[config.mk]
export PLATFORM = sky130hd
export DESIGN_NAME = card_testreg
export DESIGN_NICKNAME = d
export VERILOG_FILES = /design/src/rtl/card_testreg_pkg.sv /design/src/rtl/card_testreg_axil_if.sv /design/src/rtl/card_testreg.sv
export SDC_FILE = /design/constraint.sdc
export NUM_CORES = 1
export LEC_CHECK = 0
export ABC_AREA = 1
export BUFFER_PORTS_ARGS = -buffer_cell sky130_fd_sc_hd__buf_2
export CORE_ASPECT_RATIO = 0.8
export CORE_UTILIZATION = 30
export DETAILED_ROUTE_END_ITERATION = 8
export PLACE_DENSITY = 0.55
export REMOVE_ABC_BUFFERS = 1
export SLEW_MARGIN = 20
export SYNTH_ARGS = -nofsm -noshare
export SYNTH_HDL_FRONTEND = slang
export SYNTH_SLANG_ARGS = --single-unit
[constraint.sdc]
create_clock -name clk -period 3.15 [get_ports clk]
set_input_delay 0.1575 -clock clk [delete_from_list [all_inputs] [get_ports clk]]
set_output_delay 0.1575 -clock clk [all_outputs]
set_load 0.005 [all_outputs]
[src/rtl/card_testreg_pkg.sv]
// Shared definitions for the card test-register block: register offsets,
// AXI response codes, register index type and byte-strobe merge helper.
package card_testreg_pkg;

  localparam logic [3:0] REG1_OFF = 4'h0;
  localparam logic [3:0] REG2_OFF = 4'h4;
  localparam logic [3:0] REG3_OFF = 4'h8;
  localparam logic [3:0] REG4_OFF = 4'hC;

  localparam logic [1:0] RESP_OKAY   = 2'b00;
  localparam logic [1:0] RESP_SLVERR = 2'b10;

  typedef enum logic [1:0] {
    IDX_REG1 = 2'd0,
    IDX_REG2 = 2'd1,
    IDX_REG3 = 2'd2,
    IDX_REG4 = 2'd3
  } reg_idx_e;

  // Low address nibble to register index; byte lane bits are ignored.
  function automatic reg_idx_e addr_to_idx(input logic [3:0] low);
    reg_idx_e idx;
    case ({low[3:2], 2'b00})
      REG1_OFF: idx = IDX_REG1;
      REG2_OFF: idx = IDX_REG2;
      REG3_OFF: idx = IDX_REG3;
      REG4_OFF: idx = IDX_REG4;
      default:  idx = IDX_REG1;
    endcase
    return idx;
  endfunction

  function automatic logic [31:0] apply_wstrb(input logic [31:0] old_val,
                                              input logic [31:0] new_val,
                                              input logic [3:0]  strb);
    logic [31:0] res;
    res = old_val;
    for (int b = 0; b < 4; b++) begin
      if (strb[b]) begin
        res[8*b +: 8] = new_val[8*b +: 8];
      end
    end
    return res;
  endfunction

endpackage

[src/rtl/card_testreg_axil_if.sv]
// AXI4-Lite slave front end: accepts one write and one read at a time,
// decodes the address and holds the registered B and R responses.
module card_testreg_axil_if
  import card_testreg_pkg::*;
#(
  parameter int ADDR_W = 16
) (
  input  logic              i_clk,
  input  logic              i_rst,
  input  logic [ADDR_W-1:0] i_awaddr,
  input  logic              i_awvalid,
  output logic              o_awready,
  input  logic [31:0]       i_wdata,
  input  logic [3:0]        i_wstrb,
  input  logic              i_wvalid,
  output logic              o_wready,
  output logic [1:0]        o_bresp,
  output logic              o_bvalid,
  input  logic              i_bready,
  input  logic [ADDR_W-1:0] i_araddr,
  input  logic              i_arvalid,
  output logic              o_arready,
  output logic [31:0]       o_rdata,
  output logic [1:0]        o_rresp,
  output logic              o_rvalid,
  input  logic              i_rready,
  output logic              o_wr_en,
  output reg_idx_e          o_wr_idx,
  output logic [31:0]       o_wr_data,
  output logic [3:0]        o_wr_strb,
  output logic              o_wr_err,
  output logic              o_rd_en,
  output reg_idx_e          o_rd_idx,
  output logic              o_rd_err,
  input  logic [31:0]       i_rd_data
);

  logic        w_wr_acc;
  logic        w_rd_acc;
  logic        w_wr_err;
  logic        w_rd_err;
  logic        w_unused_addr;
  logic        r_bvalid;
  logic [1:0]  r_bresp;
  logic        r_rvalid;
  logic [1:0]  r_rresp;
  logic [31:0] r_rdata;

  // Ready is combinational so a transfer completes every second cycle;
  // it is masked during reset so no handshake can be seen then.
  assign w_wr_acc = i_awvalid & i_wvalid & ~r_bvalid & ~i_rst;
  assign w_rd_acc = i_arvalid & ~r_rvalid & ~i_rst;

  assign w_wr_err      = (i_awaddr[ADDR_W-1:4] != '0);
  assign w_rd_err      = (i_araddr[ADDR_W-1:4] != '0);
  assign w_unused_addr = ^{i_awaddr[1:0], i_araddr[1:0]};

  assign o_awready = w_wr_acc;
  assign o_wready  = w_wr_acc;
  assign o_arready = w_rd_acc;

  assign o_wr_en   = w_wr_acc;
  assign o_wr_idx  = addr_to_idx(i_awaddr[3:0]);
  assign o_wr_data = i_wdata;
  assign o_wr_strb = i_wstrb;
  assign o_wr_err  = w_wr_err;
  assign o_rd_en   = w_rd_acc;
  assign o_rd_idx  = addr_to_idx(i_araddr[3:0]);
  assign o_rd_err  = w_rd_err;

  always_ff @(posedge i_clk) begin
    if (i_rst) begin
      r_bvalid <= 1'b0;
      r_bresp  <= RESP_OKAY;
    end else if (w_wr_acc) begin
      r_bvalid <= 1'b1;
      r_bresp  <= w_wr_err ? RESP_SLVERR : RESP_OKAY;
    end else if (r_bvalid && i_bready) begin
      r_bvalid <= 1'b0;
    end
  end

  // Read data is captured at the handshake, so it is the pre-write value
  // when a write to the same register completes in the same cycle.
  always_ff @(posedge i_clk) begin
    if (i_rst) begin
      r_rvalid <= 1'b0;
      r_rresp  <= RESP_OKAY;
      r_rdata  <= 32'd0;
    end else if (w_rd_acc) begin
      r_rvalid <= 1'b1;
      r_rresp  <= w_rd_err ? RESP_SLVERR : RESP_OKAY;
      r_rdata  <= i_rd_data;
    end else if (r_rvalid && i_rready) begin
      r_rvalid <= 1'b0;
    end
  end

  assign o_bvalid = r_bvalid;
  assign o_bresp  = r_bresp;
  assign o_rvalid = r_rvalid;
  assign o_rresp  = r_rresp;
  assign o_rdata  = r_rdata;

endmodule

[src/rtl/card_testreg.sv]
// Card test-register block: REG1/REG2 operands, registered sum in REG3,
// REG4 scratch, all behind an AXI4-Lite slave.
module card_testreg
  import card_testreg_pkg::*;
#(
  parameter int ADDR_W = 16,
  parameter int DATA_W = 32
) (
  input  logic              clk,
  input  logic              rst,
  input  logic [ADDR_W-1:0] s_axil_awaddr,
  input  logic              s_axil_awvalid,
  output logic              s_axil_awready,
  input  logic [DATA_W-1:0] s_axil_wdata,
  input  logic [3:0]        s_axil_wstrb,
  input  logic              s_axil_wvalid,
  output logic              s_axil_wready,
  output logic [1:0]        s_axil_bresp,
  output logic              s_axil_bvalid,
  input  logic              s_axil_bready,
  input  logic [ADDR_W-1:0] s_axil_araddr,
  input  logic              s_axil_arvalid,
  output logic              s_axil_arready,
  output logic [DATA_W-1:0] s_axil_rdata,
  output logic [1:0]        s_axil_rresp,
  output logic              s_axil_rvalid,
  input  logic              s_axil_rready
);

  logic        w_wr_en;
  reg_idx_e    w_wr_idx;
  logic [31:0] w_wr_data;
  logic [3:0]  w_wr_strb;
  logic        w_wr_err;
  logic        w_rd_en;
  reg_idx_e    w_rd_idx;
  logic        w_rd_err;
  logic [31:0] w_rd_data;
  logic [31:0] r_reg1;
  logic [31:0] r_reg2;
  logic [31:0] r_reg3;
  logic [31:0] r_reg4;

  card_testreg_axil_if #(
    .ADDR_W (ADDR_W)
  ) u_axil_if (
    .i_clk     (clk),
    .i_rst     (rst),
    .i_awaddr  (s_axil_awaddr),
    .i_awvalid (s_axil_awvalid),
    .o_awready (s_axil_awready),
    .i_wdata   (s_axil_wdata),
    .i_wstrb   (s_axil_wstrb),
    .i_wvalid  (s_axil_wvalid),
    .o_wready  (s_axil_wready),
    .o_bresp   (s_axil_bresp),
    .o_bvalid  (s_axil_bvalid),
    .i_bready  (s_axil_bready),
    .i_araddr  (s_axil_araddr),
    .i_arvalid (s_axil_arvalid),
    .o_arready (s_axil_arready),
    .o_rdata   (s_axil_rdata),
    .o_rresp   (s_axil_rresp),
    .o_rvalid  (s_axil_rvalid),
    .i_rready  (s_axil_rready),
    .o_wr_en   (w_wr_en),
    .o_wr_idx  (w_wr_idx),
    .o_wr_data (w_wr_data),
    .o_wr_strb (w_wr_strb),
    .o_wr_err  (w_wr_err),
    .o_rd_en   (w_rd_en),
    .o_rd_idx  (w_rd_idx),
    .o_rd_err  (w_rd_err),
    .i_rd_data (w_rd_data)
  );

  // REG3 trails the operands by one cycle; writes to it are dropped.
  always_ff @(posedge clk) begin
    if (rst) begin
      r_reg1 <= 32'd0;
      r_reg2 <= 32'd0;
      r_reg3 <= 32'd0;
      r_reg4 <= 32'd0;
    end else begin
      r_reg3 <= r_reg1 + r_reg2;
      if (w_wr_en && !w_wr_err) begin
        case (w_wr_idx)
          IDX_REG1: r_reg1 <= apply_wstrb(r_reg1, w_wr_data, w_wr_strb);
          IDX_REG2: r_reg2 <= apply_wstrb(r_reg2, w_wr_data, w_wr_strb);
          IDX_REG4: r_reg4 <= apply_wstrb(r_reg4, w_wr_data, w_wr_strb);
          default:  r_reg4 <= r_reg4;
        endcase
      end
    end
  end

  always_comb begin
    w_rd_data = 32'd0;
    if (w_rd_en && !w_rd_err) begin
      case (w_rd_idx)
        IDX_REG1: w_rd_data = r_reg1;
        IDX_REG2: w_rd_data = r_reg2;
        IDX_REG3: w_rd_data = r_reg3;
        IDX_REG4: w_rd_data = r_reg4;
        default:  w_rd_data = 32'd0;
      endcase
    end else begin
      w_rd_data = 32'd0;
    end
  end

endmodule

==> results.yml, run 1 <==
layout:
  mostFrequentLayoutCell: "nand2_1"
  fin_nets: 1521
  drive_gt1_share_pct: 13.5
  seqCellArea_mm2: 0.00328
  nFillCells: 3104
  multi_input_area_mm2: 0.00464
  num_antenna_cells: 0
  final_util_pct: 36.9
  design_area_mm2: 0.0105
  mostFrequentLayoutCells: "318 x nand2_1, 198 x nor2_1, 164 x dfxtp_1"
  area_growth_pct: 19.8
logic_synthesis:
  ys_seq_area_share_pct: 37.5
  ys_warn_count: 0
  synth_area_mm2: 0.00876
  synth_xor_area_share_pct: 0.200
  synth_top_family_by_area: "simple AND/OR/NAND/NOR gates"
  synthMuxAreaShare_pct: 0
  synth_compound_area_share_pct: 19.7
  syn-instance-count: 1295
  synth_seq_cells: 164
  syn_area_per_cell_um2: 6.77
  ys_types: 36
  yosys.area_share.simple_pct: 28.3
  synthAdderAreaFrac_pct: 4.66
drt:
  vias: 8569
  dr.pass1.iters: 9
  drc_errors: 10
  wire_per_inst_um: 15.2
  wirelength_um: 27300
  viasPerCell: 4.77
  drtIter0Drc: 538
  ant_nets: 0
worst_setup_path:
  cpMaxStageDelayCell: "fa_1"
  start_kind: "flip-flop"
  cp_data_required_time_ns: 3.52
  endpoint_kind: "flip-flop"
  cp_cell_sequence: "ha_1 > fa_1 > nand3_1 > nand3_1 > nand3_1 > nand3_1 > nand2_1 > nand2_1 > nand2_1 > nand2_1 > nor2_1"
  worst_ep_arrival_time_ns: 2.63
  critical-path-max-stage-delay_ns: 0.47
  path_class: "flip-flop to flip-flop"
  path_max_fanout: 4
power_and_ir_drop:
  leakagePower_nw: 4.85
  powerDensity_mw_per_mm2: 436
  ir_drop_mv: 0.358
timing:
  drv_slew: 0
  fin_crit_sh_pct: 71.7
  max_freq_mhz: 443
  setup_viol: 0
  fin_crit_ns: 2.26
  hold_viol: 0
  rsz0062_at_grt: "no"
  tns_ns: 0
  relSlewSlack_pct: 37.8
  finClkSkew_ns: 0.0105
  setup_slack_ns: 0.892
  max_slew.worst_pin.slew_ns: 0.932
run_status:
  violations: "design-rule violations"
  outcome: "finished with violations"
clocking:
  cts_setup_buffers: 0
  ctsHoldBuffers: 26
  htree_levels: 4
  postCtsResizedCells: 0
  numCtsBuffers: 17
  cts_tree: "done"
  path_clk_slew_ns: 0.06
  clkSinkCount: 164
  max-clock-path-buffers: 2
  clk_latency_ns: 0.44
  cts_root_buffer: "clkbuf_16"
floorplan:
  num_rows: 55
  die_h_um: 155
  die_w_um: 193
  io_pins: 116
  core_mm2: 0.0285
  start_util_pct: 30.8
  die_area_mm2: 0.0299
global_route:
  antenna_found_initial: 0
  grt_pass1_vias: 7924
  grt_max_degree: 128
  grt_use_total_pct: 19.0
  grt_first_pass_wirelength_um: 43500
  grt_overflow_total: 0
min_path:
  hold_path.class: "input pin to flip-flop"
place:
  pre_cts_slack_ns: 0.819
  dp_hpwl_um: 19800
  portBuffers: 109
  gp_congestion: 0.903
  placed_area_mm2: 0.00961
run:
  cap_violations: 0
[synth_stat cells]
| cell type | count | area (µm²) |
|---|---|---|
| nand2_1 | 318 | 1190 |
| nor2_1 | 198 | 743 |
| dfxtp_1 | 164 | 3280 |
| inv_1 | 151 | 567 |
| a21oi_1 | 112 | 561 |
| o21ai_0 | 98 | 490 |
| o211ai_1 | 35 | 263 |
| nand3_1 | 33 | 165 |
| ha_1 | 31 | 388 |
| o2111ai_1 | 29 | 254 |
| clkbuf_1 | 24 | 90.1 |
| buf_2 | 9 | 45.0 |
| inv_2 | 9 | 33.8 |
| nand2_4 | 9 | 101 |
| o21ai_1 | 8 | 40.0 |
| and2_1 | 6 | 37.5 |
| buf_4 | 6 | 45.0 |
| nand4_1 | 6 | 37.5 |
| nor3_1 | 6 | 30.0 |
| nand2_2 | 5 | 31.3 |
| a21oi_2 | 4 | 35.0 |
| buf_6 | 4 | 45.0 |
| nor2_2 | 4 | 25.0 |
| nor2_8 | 4 | 80.1 |
| o21ai_2 | 4 | 35.0 |
| o21bai_1 | 4 | 30.0 |
| buf_1 | 2 | 7.51 |
| clkinv_2 | 2 | 10.0 |
| nor2_4 | 2 | 22.5 |
| xnor2_1 | 2 | 17.5 |
| a21o_1 | 1 | 7.51 |
| and3_1 | 1 | 6.26 |
| conb_1 | 1 | 3.75 |
| fa_1 | 1 | 20.0 |
| nand3_2 | 1 | 10.0 |
| o21a_1 | 1 | 7.51 |
[worst max-delay path, delay by kind of cell (launching register included)]
family	cells	cell delay [ns]
DFF	1	0.33
adders and majority gates	2	0.73
and+or+nand+nor	9	1.13
[per-stage QoR]
stage | power [mW] | std cells | hold WS (ns)
final | 4.57 | 1795 | 0.0199
after global routing | 4.76 | 1795 | 0.00275
after CTS | 4.63 | 1795 | 0.000309
after detailed placement | 2.37 | 1739 | 0.366
after global placement | 2.36 | 1739 | 0.353
after floorplan | 2.23 | 1251 | 0.227
[flip-flops by register name (all words and copies together), names as in the netlist, 32 cells and up]
name and cells:
u_axil_if.o_rdata 32, r_reg3 32, r_reg2 32, r_reg4 32
r_reg1 32
[logic make-up after synthesis]
| family | count (synthesis) |
|---|---|
| flip-flops | 164 |
| XOR/XNOR | 2 |
| AO/OA/AOI/OAI | 296 |
| AND/OR/NAND/NOR | 593 |
| adder cells (fa/ha/maj) | 32 |
| other | 1 |
| buffers and inverters | 207 |
[final timing paths]
| kind | cells past startpoint | slack, ns | end | startpoint |
|---|---|---|---|---|
| min reg2reg | 2 | 0.46 | r_reg4[30]$_SDFFE_PP0P_ | r_reg4[30]$_SDFFE_PP0P_ |
| min | 3 | 0.02 | r_reg2[22]$_SDFFE_PP0P_ | s_axil_wdata[22] |
| max | 11 | 0.89 | r_reg3[20]$_SDFF_PP0_ | r_reg1[0]$_SDFFE_PP0P_ |
| max reg2reg | 11 | 0.89 | r_reg3[20]$_SDFF_PP0_ | r_reg1[0]$_SDFFE_PP0P_ |
[per-layer routing]
layer  vias up  GRT usage [%]  part of all wire, %
li1       4442              -                    -
met1      3891           30.0                   56
met2       225           25.5                   38
met3        11           4.02                  5.6
met4         0           4.28                 0.70
met5         -              0                    0
[area by class of cell]
cell class                      instances  share of cell area (%)
Sequential cell                       164                    31.3
Clock inverter                          9                    1.45
Multi-Input combinational cell        925                    44.2
Inverter                              162                    5.84
Tap cell                              370                    4.41
Clock buffer                           21                    4.48
Timing Repair Buffer                  144                    8.35
[report_power, final]
group          internal (mW)  switching [mW]
combinational         0.0976           0.168
sequential              2.08         0.00272
clock                   1.38           0.850
total                   3.55            1.02
Note: power is estimated with default switching activity, not from simulation.
==> inputs of run 2 (changes only) <==
- clock period: 3.15 -> 2.1 ns (I/O delays scaled with it)
==> run 2 against run 1 <==
Net effect: clock skew increased by 0.0024 ns; critical path type unchanged; the flow still finishes with violations (design-rule violations); critical endpoint is now r_reg3[17]$_SDFF_PP0_; combinational power up 58%; die area stayed put.
==> results.yml, run 2 (synthesized netlist as in run 1, its figures left out) <==
layout:
  design_area_mm2: 0.0108
  mostFrequentLayoutCells: "317 x nand2_1, 196 x nor2_1, 164 x dfxtp_1"
  area_growth_pct: 22.9
  fin_nets: 1542
  num_antenna_cells: 0
  seqCellArea_mm2: 0.00328
  mostFrequentLayoutCell: "nand2_1"
  nFillCells: 3082
  instances_no_fill: 1817
  multi_input_area_mm2: 0.00467
  drive_gt1_share_pct: 14.8
clocking:
  clkSinkCount: 164
  htree_levels: 4
  numCtsBuffers: 17
  clk_latency_ns: 0.45
  cts_root_buffer: "clkbuf_16"
  cts_setup_buffers: 0
  path_clk_slew_ns: 0.06
  cts_tree: "done"
  max-clock-path-buffers: 2
run_status:
  outcome: "finished with violations"
  violations: "design-rule violations"
place:
  placed_cells: 1751
  dp_hpwl_um: 20100
  placed_area_mm2: 0.00974
  gp_congestion: 0.923
  portBuffers: 109
drt:
  wirelength_um: 27500
  vias: 8603
  dr.pass1.iters: 7
  drtIter0Drc: 543
  wire_per_inst_um: 15.1
  ant_nets: 0
  drc_errors: 16
  viasPerCell: 4.73
power_and_ir_drop:
  powerDensity_mw_per_mm2: 651
  finalPower_mw: 7.01
  leakagePower_nw: 4.99
  ir_drop_mv: 0.585
timing:
  max_slew.worst_pin.slew_ns: 0.686
  fin_crit_sh_pct: 92.1
  drv_slew: 0
  relSlewSlack_pct: 54.2
  hold_viol: 0
  rsz0062_at_grt: "no"
  fin_crit_ns: 1.93
  finClkSkew_ns: 0.0128
  tns_ns: 0
  setup_viol: 0
  max_freq_mhz: 517
worst_setup_path:
  endpoint_kind: "flip-flop"
  worst_ep_arrival_time_ns: 2.27
  start_kind: "flip-flop"
  path_class: "flip-flop to flip-flop"
  cp_data_required_time_ns: 2.44
  path_max_fanout: 5
floorplan:
  start_util_pct: 30.8
  num_rows: 55
  core_mm2: 0.0285
  die_h_um: 155
  die_area_mm2: 0.0299
  io_pins: 116
  die_w_um: 193
global_route:
  grt_first_pass_wirelength_um: 43700
  grt_max_degree: 83
  antenna_found_initial: 0
  grt_overflow_total: 0
  grt_pass1_vias: 8022
  grt_use_total_pct: 19.0
min_path:
  hold_path.class: "input pin to flip-flop"
run:
  cap_violations: 0
## run 2: cell count changes in the layout (fill, tap and decap cells not counted), moves of 2 or more
| cell | delta |
|---|---|
| nor2_1 | -2 |
| nand3_2 | +3 |
| buf_12 | +3 |
| clkbuf_8 | -2 |
| clkinv_2 | -2 |
| clkinv_4 | +4 |
| nand3_1 | -3 |
| buf_4 | +10 |
| nor2_2 | +2 |
| dlygate4sd3_1 | +9 |
## run 2: area by class of cell
type,count,area share [%]
multi-input combinational,925,43.4
sequential,164,30.5
timing repair buffer,165,10.1
inverter,162,5.68
tap,370,4.30
clock buffer,19,4.11
clock inverter,12,1.91
## run 2: report_power, final
group	total (mW)	switching, mW	leakage (nW)	internal [mW]
clock	3.47	1.33	0.309	2.14
combinational	0.419	0.255	3.36	0.164
sequential	3.12	0.00387	1.32	3.12
## run 2: path summary, 6_finish.rpt
check	startpoint	end	slack, ns	depth (start not counted)
setup reg to reg	r_reg2[7]$_SDFFE_PP0P_	r_reg3[17]$_SDFF_PP0_	0.17	9
hold / removal	s_axil_awaddr[4]	u_axil_if.o_bresp[1]$_SDFFE_PP0P_	0.04	5
hold reg to reg	u_axil_if.o_rdata[29]$_SDFFE_PP0P_	u_axil_if.o_rdata[29]$_SDFFE_PP0P_	0.46	2
setup / recovery	r_reg2[7]$_SDFFE_PP0P_	r_reg3[17]$_SDFF_PP0_	0.17	9
## run 2: stage by stage
step                      utilization (%)  hold WS [ns]  worst slack, ns
final                                37.8        0.0387            0.165
after global routing                 37.8        0.0844          0.00321
after CTS                            37.7        0.0288           0.0463
after detailed placement             34.2         0.305           0.0572
after global placement               34.2         0.299           0.0734
after floorplan                         -         0.174            0.104
## run 2: layer usage
layer  part of all wire, %  global-route usage [%]
met1                    57                    30.0
met2                    38                    25.7
met3                   4.4                    3.29
met4                   1.1                    4.99
met5                     0                       0
## run 2: worst max-delay path: stages, from the launching register on
cell and delay, ns:
dfxtp_1 0.34, ha_1 0.36, nand2_1 0.22, inv_1 0.08, a21oi_1 0.25, nand3_2 0.19, a21oi_2 0.23, nand2_1 0.07
nand2_1 0.06, nor2_1 0.04
## run 2: what timing repair did
action                                  CTS  global route
endpoints found under the setup margin    0            11
gates resized for setup                   0             9
endpoints found under the hold margin    98             0
hold buffers                             35             0
==> inputs of run 3 (changes only) <==
- clock period: 2.1 -> 1.8 ns (I/O delays scaled with it)
==> run 3 against run 2 <==
Net effect: sequential power is 17% higher; worst hold slack worse by 0.022 ns; non-clock buffer count is 66 higher; cell count rose by 3.7%; critical path type unchanged; core utilization increased by 4.1 points; clock power rose by 20%; largest power group unchanged; sequential cell count is the same; the run still ends with design-rule violations left; global-route usage rose by 0.89 points.
==> results.yml, run 3 (synthesized netlist as in run 1, its figures left out) <==
run_status:
  outcome: "finished with violations"
  violations: "design-rule violations"
clocking:
  cts_root_buffer: "clkbuf_16"
  clk_latency_ns: 0.45
  numCtsBuffers: 17
  cts_tree: "done"
  path_clk_slew_ns: 0.07
  max-clock-path-buffers: 2
  clkSinkCount: 164
  htree_levels: 4
layout:
  multi_input_area_mm2: 0.00528
  drive_gt1_share_pct: 26.3
  area_growth_pct: 36.4
  final_util_pct: 41.9
  mostFrequentLayoutCells: "291 x nand2_1, 180 x nor2_1, 149 x inv_1"
  seqCellArea_mm2: 0.00331
  design_area_mm2: 0.0120
  nFillCells: 3002
  instances_no_fill: 1884
  mostFrequentLayoutCell: "nand2_1"
  num_antenna_cells: 0
  fin_nets: 1608
worst_setup_path:
  path_class: "flip-flop to flip-flop"
  reg2reg_slack_ns: 0.005
  r2r_start: "r_reg1[0]$_SDFFE_PP0P_"
  critPathLaunch: "r_reg1[0]$_SDFFE_PP0P_"
  cpMaxStageDelayCell: "fa_2"
  start_kind: "flip-flop"
  endpoint_kind: "flip-flop"
  ff2ff_path_depth: 11
  timing.rr.end: "r_reg3[20]$_SDFF_PP0_"
  worst_ep_arrival_time_ns: 2.14
  cp_data_required_time_ns: 2.15
  path_max_fanout: 4
  crit_top_cell: "nand3_2"
  cp_cell_sequence: "ha_4 > fa_2 > nand3_2 > nand3_2 > nand3_2 > nand3_2 > buf_6 > nand2_2 > nand2_2 > nor2_2 > nor2_1"
  critical-path-max-stage-delay_ns: 0.43
floorplan:
  die_area_mm2: 0.0299
  core_mm2: 0.0285
  num_rows: 55
  die_w_um: 193
  die_h_um: 155
  io_pins: 116
  start_util_pct: 30.8
min_path:
  hold_end: "u_axil_if.o_bresp[1]$_SDFFE_PP0P_"
  hold_start: "s_axil_awaddr[4]"
  hold_path.class: "input pin to flip-flop"
  hold_path_depth: 5
global_route:
  antenna_found_initial: 0
  grt_pass1_vias: 8438
  grt_max_degree: 66
  grt_use_total_pct: 19.9
  grt_overflow_total: 0
  grt_first_pass_wirelength_um: 45700
drt:
  wire_per_inst_um: 15.5
  dr.pass1.iters: 7
  ant_nets: 0
  drc_errors: 19
  wirelength_um: 29200
  viasPerCell: 4.75
  drtIter0Drc: 534
  vias: 8943
power_and_ir_drop:
  switching_share_pct: 23.4
  leakagePower_nw: 5.42
  power_switching_mw: 1.94
  ir_drop_mv: 0.679
  seq_power_share_pct: 43.8
  p_clk_share_pct: 50.1
  powerDensity_mw_per_mm2: 696
  combPwrFrac_pct: 6.1
  internal_power_mw: 6.37
timing:
  fin_crit_sh_pct: 99.7
  drv_slew: 0
  max_slew.worst_pin.slew_ns: 0.534
  finClkSkew_ns: 0.0130
  rsz0062_at_grt: "yes"
  fin_crit_ns: 1.80
  setup_slack_ns: 0.00476
  relSlewSlack_pct: 64.4
  setup_viol: 0
  hold_slack_ns: 0.0165
  hold_viol: 0
  max_freq_mhz: 557
place:
  gp_congestion: 0.904
  placed_area_mm2: 0.0103
  pre_cts_slack_ns: -0.221
  dp_hpwl_um: 20900
  portBuffers: 109
  placed_cells: 1816
run:
  cap_violations: 0
==> run 3: cell count changes in the layout (fill, tap and decap cells not counted), moves of 8 or more <==
cell / before / now
buf_4: 18 / 79
ha_1: 31 / 5
nand2_1: 317 / 291
ha_4: 0 / 24
dfxtp_1: 164 / 141
dfxtp_2: 0 / 23
nand2_2: 6 / 24
nor2_1: 196 / 180
nor2_2: 6 / 22
a21oi_1: 111 / 100
nand3_1: 30 / 20
nand2_4: 9 / 17
nand3_2: 4 / 12
==> run 3: worst max-delay path: cells and delay by family, from the launching register on <==
| kind | cells | cell delay [ns] |
|---|---|---|
| simple gates | 8 | 0.61 |
| fa+ha+maj | 2 | 0.60 |
| flops | 1 | 0.34 |
| buf+inv | 1 | 0.15 |
==> run 3: metrics by stage <==
step           power [mW]  setup TNS (ns)
3_5_place_dp         4.17           -1.56
6_report             8.31               0
2_1_floorplan        3.91          -21.30
3_3_place_gp         4.16          -0.917
5_1_grt              8.59          -0.454
4_1_cts              8.39               0
==> run 3: timing repair <==
action / CTS / global route
resized for setup: 25 / 131
endpoints found under the setup margin: 18 / 41
pin swaps: 7 / 20
hold buffers: 35 / 0
setup buffers: 0 / 1
endpoints found under the hold margin: 98 / 0
==> run 3: metal layers <==
layer  global-route usage [%]  up-vias  wire length, µm
li1                         -     4608                -
met1                     31.3     4093            16200
met2                     27.4      218            11400
met3                     2.91       24             1250
met4                     5.28        0              358
met5                        0        -                0
==> run 3: worst max-delay path by stage <==
stage,end,slack (ns),depth (start not counted)
CTS,r_reg3[25]$_SDFF_PP0_,0.004,10
floorplan,r_reg2[0]$_SDFFE_PP0P_,-0.18,3
global placement,r_reg3[17]$_SDFF_PP0_,-0.19,9
global route,r_reg3[20]$_SDFF_PP0_,-0.08,12
detailed placement,r_reg3[17]$_SDFF_PP0_,-0.22,9
finish,r_reg3[20]$_SDFF_PP0_,0.005,11
==> run 3: power by group through the flow <==
stage          clock [mW]  sequential [mW]  combinational (mW)
5_1_grt              4.40             3.64               0.556
6_report             4.17             3.64               0.507
4_1_cts              4.25             3.64               0.506
3_5_place_dp            0             3.72               0.444
3_3_place_gp            0             3.72               0.441
2_1_floorplan           0             3.72               0.186
==> run 3: final cells by class <==
cell class / instances / share of cell area [%]
tap: 370 / 3.87
inverter: 162 / 5.15
multi-input combinational: 925 / 44.2
clock inverter: 12 / 1.70
sequential: 164 / 27.7
clock buffer: 20 / 3.82
timing repair buffer: 231 / 13.6
